<file path="src/rtl/sar_adc_seq.sv">
// sar_adc_seq: successive-approximation sequencer for the adc_dac analog macro.
// Scans the enabled channels in ascending order. Each channel is sampled,
// resolved MSB-first through its DAC and comparator, and its result is kept
// with a sticky valid flag for the host.
module sar_adc_seq #(
    parameter int NUM_CH     = 4,
    parameter int RES_BITS   = 8,
    parameter int SAMPLE_CYC = 4
) (
    input  logic                         mclk,
    input  logic                         reset_n,
    input  logic                         cfg_start,
    input  logic                         cfg_cont,
    input  logic [NUM_CH-1:0]            cfg_ch_en,
    input  logic [7:0]                   cfg_settle,
    output logic [NUM_CH*RES_BITS-1:0]   dac_code,
    output logic [NUM_CH-1:0]            adc_sample,
    input  logic [NUM_CH-1:0]            comp_in,
    output logic [NUM_CH*RES_BITS-1:0]   result,
    output logic [NUM_CH-1:0]            result_vld,
    input  logic [NUM_CH-1:0]            result_clr,
    output logic                         busy,
    output logic                         scan_done
);

    localparam int CH_W  = (NUM_CH > 1) ? $clog2(NUM_CH) : 1;
    localparam int BIT_W = (RES_BITS > 1) ? $clog2(RES_BITS) : 1;
    localparam int SC_W  = $clog2(SAMPLE_CYC + 1);

    localparam logic [BIT_W-1:0] TOP_BIT     = BIT_W'(RES_BITS - 1);
    localparam logic [SC_W-1:0]  SAMPLE_LOAD = SC_W'(SAMPLE_CYC - 1);

    typedef enum logic [2:0] {
        S_IDLE,
        S_SAMPLE,
        S_TRIAL,
        S_DECIDE,
        S_STORE,
        S_NEXT
    } state_t;

    // Single-bit mask selecting trial bit b of a conversion word.
    function automatic logic [RES_BITS-1:0] bit_mask(input logic [BIT_W-1:0] b);
        return RES_BITS'(1) << b;
    endfunction

    // One-hot channel strobe pattern.
    function automatic logic [NUM_CH-1:0] ch_onehot(input logic [CH_W-1:0] c);
        return NUM_CH'(1) << c;
    endfunction

    // Lowest set bit of mask at or above start. MSB of the return is the
    // "found" flag, the rest is the channel index.
    function automatic logic [CH_W:0] find_from(input logic [NUM_CH-1:0] mask,
                                                input int               start);
        logic [CH_W:0] hit;
        hit = '0;
        for (int i = NUM_CH - 1; i >= 0; i--) begin
            if (i >= start && mask[i]) begin
                hit = {1'b1, CH_W'(i)};
            end
        end
        return hit;
    endfunction

    state_t              state;
    logic [NUM_CH-1:0]   en_q;
    logic [CH_W-1:0]     ch_q;
    logic [BIT_W-1:0]    bit_q;
    logic [RES_BITS-1:0] work_q;
    logic [SC_W-1:0]     samp_cnt;
    logic [8:0]          trial_cnt;
    logic [NUM_CH-1:0]   sync1;
    logic [NUM_CH-1:0]   sync2;

    logic [CH_W:0]       first_hit;
    logic [CH_W:0]       next_hit;
    logic [8:0]          settle_load;
    logic                comp_sel;
    logic [RES_BITS-1:0] kept;
    logic [RES_BITS-1:0] next_work;

    // First channel of a freshly latched mask, and the next one after ch_q.
    assign first_hit = find_from(cfg_ch_en, 0);
    assign next_hit  = find_from(en_q, int'(ch_q) + 1);

    // TRIAL lasts settle_eff+2 cycles; the counter runs down to zero, so it
    // is loaded with settle_eff+1. A settle value of 0 behaves like 1.
    assign settle_load = (cfg_settle == 8'd0) ? 9'd2 : ({1'b0, cfg_settle} + 9'd1);

    // Two-flop synchroniser for the asynchronous comparator lines.
    // NOTE: sequential state uses non-blocking assignments so every flop
    // samples the pre-edge value of its source; blocking here would collapse
    // the two synchroniser stages into one.
    always_ff @(posedge mclk or negedge reset_n) begin
        if (!reset_n) begin
            sync1 <= '0;
            sync2 <= '0;
        end else begin
            sync1 <= comp_in;
            sync2 <= sync1;
        end
    end

    // Trial decision: keep or drop the current bit, and form the next trial word.
    // NOTE: every combinational output gets a default at the top of the block,
    // so no path can leave one unassigned and infer a latch.
    always_comb begin
        comp_sel  = 1'b0;
        kept      = work_q;
        next_work = work_q;
        comp_sel  = sync2[ch_q];
        if (!comp_sel) begin
            kept = work_q & ~bit_mask(bit_q);
        end
        next_work = kept | bit_mask(bit_q - 1'b1);
    end

    // Sequencer FSM with registered outputs and result storage.
    // NOTE: the result words are ordinary flops, not a RAM, and the host must
    // read zero after reset, so they are cleared with the rest of the state.
    always_ff @(posedge mclk or negedge reset_n) begin
        if (!reset_n) begin
            state      <= S_IDLE;
            en_q       <= '0;
            ch_q       <= '0;
            bit_q      <= '0;
            work_q     <= '0;
            samp_cnt   <= '0;
            trial_cnt  <= '0;
            dac_code   <= '0;
            adc_sample <= '0;
            result     <= '0;
            result_vld <= '0;
            busy       <= 1'b0;
            scan_done  <= 1'b0;
        end else begin
            scan_done  <= 1'b0;
            // Host clears first; a STORE below on the same bit overrides it.
            result_vld <= result_vld & ~result_clr;

            case (state)
                S_IDLE: begin
                    if (cfg_start) begin
                        en_q <= cfg_ch_en;
                        if (first_hit[CH_W]) begin
                            ch_q       <= first_hit[CH_W-1:0];
                            adc_sample <= ch_onehot(first_hit[CH_W-1:0]);
                            samp_cnt   <= SAMPLE_LOAD;
                            busy       <= 1'b1;
                            state      <= S_SAMPLE;
                        end else begin
                            // Empty mask: an empty scan that ends at once.
                            scan_done <= 1'b1;
                        end
                    end
                end

                S_SAMPLE: begin
                    if (samp_cnt == '0) begin
                        adc_sample <= '0;
                        bit_q      <= TOP_BIT;
                        work_q     <= bit_mask(TOP_BIT);
                        dac_code[int'(ch_q)*RES_BITS +: RES_BITS] <= bit_mask(TOP_BIT);
                        trial_cnt  <= settle_load;
                        state      <= S_TRIAL;
                    end else begin
                        samp_cnt <= samp_cnt - 1'b1;
                    end
                end

                S_TRIAL: begin
                    if (trial_cnt == 9'd0) begin
                        state <= S_DECIDE;
                    end else begin
                        trial_cnt <= trial_cnt - 9'd1;
                    end
                end

                S_DECIDE: begin
                    if (bit_q == '0) begin
                        work_q <= kept;
                        state  <= S_STORE;
                    end else begin
                        bit_q     <= bit_q - 1'b1;
                        work_q    <= next_work;
                        dac_code[int'(ch_q)*RES_BITS +: RES_BITS] <= next_work;
                        trial_cnt <= settle_load;
                        state     <= S_TRIAL;
                    end
                end

                S_STORE: begin
                    result[int'(ch_q)*RES_BITS +: RES_BITS]   <= work_q;
                    result_vld[ch_q]                          <= 1'b1;
                    dac_code[int'(ch_q)*RES_BITS +: RES_BITS] <= '0;
                    state                                     <= S_NEXT;
                end

                S_NEXT: begin
                    if (next_hit[CH_W]) begin
                        ch_q       <= next_hit[CH_W-1:0];
                        adc_sample <= ch_onehot(next_hit[CH_W-1:0]);
                        samp_cnt   <= SAMPLE_LOAD;
                        state      <= S_SAMPLE;
                    end else begin
                        scan_done <= 1'b1;
                        if (cfg_cont) begin
                            en_q <= cfg_ch_en;
                        end
                        if (cfg_cont && first_hit[CH_W]) begin
                            // Back-to-back scan: busy stays high.
                            ch_q       <= first_hit[CH_W-1:0];
                            adc_sample <= ch_onehot(first_hit[CH_W-1:0]);
                            samp_cnt   <= SAMPLE_LOAD;
                            state      <= S_SAMPLE;
                        end else begin
                            busy  <= 1'b0;
                            state <= S_IDLE;
                        end
                    end
                end

                default: begin
                    state <= S_IDLE;
                end
            endcase
        end
    end

endmodule
</file>
<file path="config.mk">
export PLATFORM = sky130hd
export DESIGN_NAME = sar_adc_seq
export DESIGN_NICKNAME = d
export VERILOG_FILES = /design/src/rtl/sar_adc_seq.sv
export SDC_FILE = /design/constraint.sdc
export NUM_CORES = 1
export LEC_CHECK = 0
export BUFFER_PORTS_ARGS = -buffer_cell sky130_fd_sc_hd__buf_2
export CORE_AREA = 3 3 104 106
export CTS_CLUSTER_DIAMETER = 50
export DETAILED_ROUTE_END_ITERATION = 6
export DIE_AREA = 0 0 107 109
export PLACE_DENSITY_LB_ADDON = 0.05
export SYNTH_ARGS = -nofsm -noshare
export SYNTH_HDL_FRONTEND = slang
export SYNTH_SLANG_ARGS = --single-unit
export TNS_END_PERCENT = 50
</file>
<file path="constraint.sdc">
create_clock -name mclk -period 3.3 [get_ports mclk]
set_input_delay 0.33 -clock mclk [delete_from_list [all_inputs] [get_ports mclk]]
set_output_delay 0.33 -clock mclk [all_outputs]
set_load 0.005 [all_outputs]
</file>
==> summary.md <==
| Metric | Value |
|---|---|
| Worst setup SP type | `flip-flop` |
| DR WL/cell | `16.9 µm` |
| Power Dens Cells | `593 nW/µm²` |
| VDD IR max | `311 µV` |
| Die Span Y | `between 100 and 150 µm` |
| Final setup viols | `0` |
| Most common cell after layout, fill and taps aside | `dfrtp_1` |
| Num ports | `98` |
| Post-synth EDFFs | `0` |
| Fraction of layout cells with a size suffix above 1 | `a little under a quarter` |
| # DRC | `0` |
| Syn Area/Cell | `slightly below 10 µm²` |
| Ys flop type | `dfrtp_1` |
| Tmin final | `2690 ps` |
| Setup TNS | `0 ps` |
| First-pass DRT Iterations | `5` |
| Flop pwr share | `approximately two fifths` |
| Setup CP Type | `reg -> reg` |
| FMAX | `between 300 and 400 MHz` |
| Die extent in x | `approximately 110 µm` |
| GP Congestion | `just under 0.9` |
| Critical R2R Launch | `ch_q[0]` |
| Deepest clock path buffer count | `2` |
| Most frequent cells in the layout | `dfrtp_1, nand2_1, buf_2` |
| Synth Cell Area | `5570 µm²` |
| Layout net count | `between 700 and 800` |
| Drt initial violations | `between 300 and 400` |
| Synth warn | `0` |
| Clock share of power | `between 40% and 50%` |
| Initial Utilization | `between 50 and 60%` |
| Crit path launch | `ch_q[0]` |
| R2r endpoint | `adc_sample[1]` |
| CTS Sinks | `between 100 and 150` |
| WL final | `between 10 and 15 mm` |
| Sw frac | `between 20% and 30%` |
| Skew-Pair Late Insertion Delay | `approximately 520 ps` |
| Max Slew Vio Count | `0` |
| Fillers | `771` |
| Mapped Cells | `roughly 570` |
| Critical-path cell list | `inv_1, ha_1, o21a_1, a2111oi_4, a311oi_2, nand2_2, mux2_2` |
| Initial antenna violation count | `0` |
| Register area share after synthesis | `about half` |
| Ant diodes | `0` |
| Die area | `between 10000 and 15000 µm²` |
| Net switching power | `roughly 1.2 mW` |
| GRT Overall Usage | `about 25%` |
| Internal | `between 2 and 3 mW` |
| Hold Vio Cnt, Final | `0` |
| Ys async rst share | `between 90% and 100%` |
| Req. time, crit path | `~3700 ps` |
| Critical Path AT | `between 3000 and 4000 ps` |
| Synth cell types | `60` |
| HP Class | `in -> reg` |
| Core footprint | `9860 µm²` |
| Slew at the pin with the worst max-slew slack | `~850 ps` |
| Leakage | `around 3.4 nW` |
| Setup crit end | `adc_sample[1]` |
| Cell family with most CP delay | `compound AO/OA/AOI/OAI gates` |
| IO Port Bufs | `97` |
| RSZ-0062 raised after global routing | `no` |
| CP max FO | `10` |
| Tcrit/Tclk final | `between 80% and 90%` |
| Slowest-stage cell, CP | `dfrtp_1` |
| Setup slack, reg-to-reg | `around 600 ps` |
| HPWL Detailed | `just under 10 mm` |
| WP buf/inv | `1` |
| Clock skew | `about 7.4 ps` |
| GRT overflow | `0` |
| Logic gate share of total power | `15.7%` |
| Placed Area | `slightly above 6000 µm²` |
| Antenna viol nets, final | `0` |
| Hold Slack | `15.0 ps` |
| Site Rows | `36` |
| Multi-input logic area | `2530 µm²` |
| CTS tree | `yes` |
| First-pass GRT wire length | `approximately 23 mm` |
| Slew headroom | `a little over two fifths` |
| Register Area | `2850 µm²` |
| WHS Path Cells | `2` |
| CTS root buffer | `clkbuf_8` |
| R2R depth | `7` |
| Largest stage delay on the critical path | `around 560 ps` |
| Vias in the first global route | `about 4400` |
| Total CTS buffers | `17` |
| Vias/cell | `between 5 and 6` |
| Largest net degree at the start of global routing | `between 60 and 70` |
| Crit. End Element | `flip-flop` |
| Status | `completed` |
| Tot Pwr | `about 4.1 mW` |
| Final worst slack | `609 ps` |
| CTS clk-pin slew, worst paths | `roughly 60 ps` |
| Syn-to-layout area delta | `23.2%` |
| Post-Syn Nets | `between 600 and 700` |
| Max cap viols | `0` |
| H-tree levels | `4` |
| Final Instance Area | `6860 µm²` |
| Vias | `4744` |
| #FFs+latches synth | `approximately 110` |
| Stages on worst setup path | `7` |
| Place WS | `662 ps` |
## power groups by stage
| stage | Clock (mW) | Combinational (mW) | Sequential [mW] |
|---|---|---|---|
| floorplan | 0 | 0.422 | 1.61 |
| global placement | 0 | 0.606 | 1.66 |
| detailed placement | 0 | 0.624 | 1.66 |
| CTS | 1.80 | 0.635 | 1.64 |
| global route | 1.87 | 0.730 | 1.66 |
| finish | 1.78 | 0.636 | 1.65 |
## cells in the mapped netlist, types with 2 or more instances
| cell | n | share of area, % |
|---|---|---|
| dfrtp_1 | 114 | 51 |
| nand2_1 | 96 | 6.5 |
| o21ai_0 | 64 | 5.8 |
| a22o_1 | 34 | 5.4 |
| nor2_1 | 34 | 2.3 |
| inv_1 | 24 | 1.6 |
| a21oi_1 | 23 | 2.1 |
| ha_1 | 18 | 4.0 |
| clkbuf_1 | 11 | 0.74 |
| buf_2 | 10 | 0.90 |
| nand3_1 | 10 | 0.90 |
| nor2b_1 | 10 | 1.1 |
| nor3_1 | 9 | 0.81 |
| a22oi_1 | 6 | 0.81 |
| a31oi_1 | 6 | 0.67 |
| and3_1 | 6 | 0.67 |
| nand2b_1 | 6 | 0.67 |
| o22ai_1 | 6 | 0.67 |
| xnor2_1 | 6 | 0.94 |
| mux2_2 | 5 | 1.0 |
| nand4_1 | 5 | 0.56 |
| mux2_4 | 4 | 1.1 |
| o2bb2ai_1 | 4 | 0.63 |
| a21o_1 | 3 | 0.40 |
| a32oi_1 | 3 | 0.47 |
| nor4_1 | 3 | 0.34 |
| o31ai_1 | 3 | 0.40 |
| and2_1 | 2 | 0.22 |
| and2b_1 | 2 | 0.27 |
| and3b_1 | 2 | 0.31 |
| mux2i_1 | 2 | 0.36 |
| nand3b_1 | 2 | 0.27 |
| o221ai_1 | 2 | 0.31 |
| or2_2 | 2 | 0.22 |
| or4_1 | 2 | 0.27 |
| xor2_1 | 2 | 0.31 |
## cell type report
cell class / instances / share of cell area (%)
Clock buffer: 18 / 6.24
Clock inverter: 14 / 2.28
Tap cell: 133 / 2.43
Sequential cell: 114 / 41.6
Timing Repair Buffer: 114 / 9.27
Multi-Input combinational cell: 405 / 36.9
Inverter: 24 / 1.31
## through the flow
stage	utilization [%]	cells
2_1_floorplan	-	565
3_3_place_gp	62.8	782
3_5_place_dp	62.8	782
4_1_cts	69.5	822
5_1_grt	69.5	822
6_report	69.5	822
## per-layer routing
layer | track usage, % | part of all wire [%]
met5 | 0 | 0
met4 | 9.32 | 1.3
met3 | 5.62 | 5.5
met2 | 38.0 | 46
met1 | 35.9 | 47
## registers in the layout, summed over array words and instances (netlist names)
register    cells
adc_sample      4
bit_q           3
busy            1
ch_q            2
dac_code       32
en_q            4
result         32
result_vld      4
samp_cnt        3
scan_done       1
state           3
sync1           4
sync2           4
trial_cnt       9
work_q          8
## worst register-to-register path: stages (launching register included)
cell and delay [ps]:
dfrtp_1 560, inv_1 200, ha_1 340, o21a_1 290
a2111oi_4 470, a311oi_2 220, nand2_2 150, mux2_2 350
## kinds of logic (layout without fill, tap and decap cells)
family / after synthesis / count (layout) / share of synthesized area (%)
simple gates: 200 / 200 / 16.8
fa+ha+maj: 18 / 18 / 4.05
mux: 12 / 12 / 2.86
flops: 114 / 114 / 51.3
xor+xnor: 8 / 8 / 1.26
buf+inv: 46 / 170 / 3.33
compound gates: 167 / 167 / 20.5
## how the worst min path moves through the flow
stage / from / to / slack [ps]
5_1_grt: result_clr[3] / result_vld[3] / 30
3_3_place_gp: sync1[0] / sync2[0] / 330
6_report: result_clr[3] / result_vld[3] / 20
3_5_place_dp: sync1[3] / sync2[3] / 340
2_1_floorplan: reset_n / adc_sample[0] / 30
4_1_cts: result_clr[3] / result_vld[3] / 6
## repair_timing
item                                   in CTS  in global routing
hold buffers                                8                  0
endpoints found under the hold margin      73                  0
buffers inserted                            0                  0
gates resized for setup                     0                  0
Power figures use the tool's default switching activity.
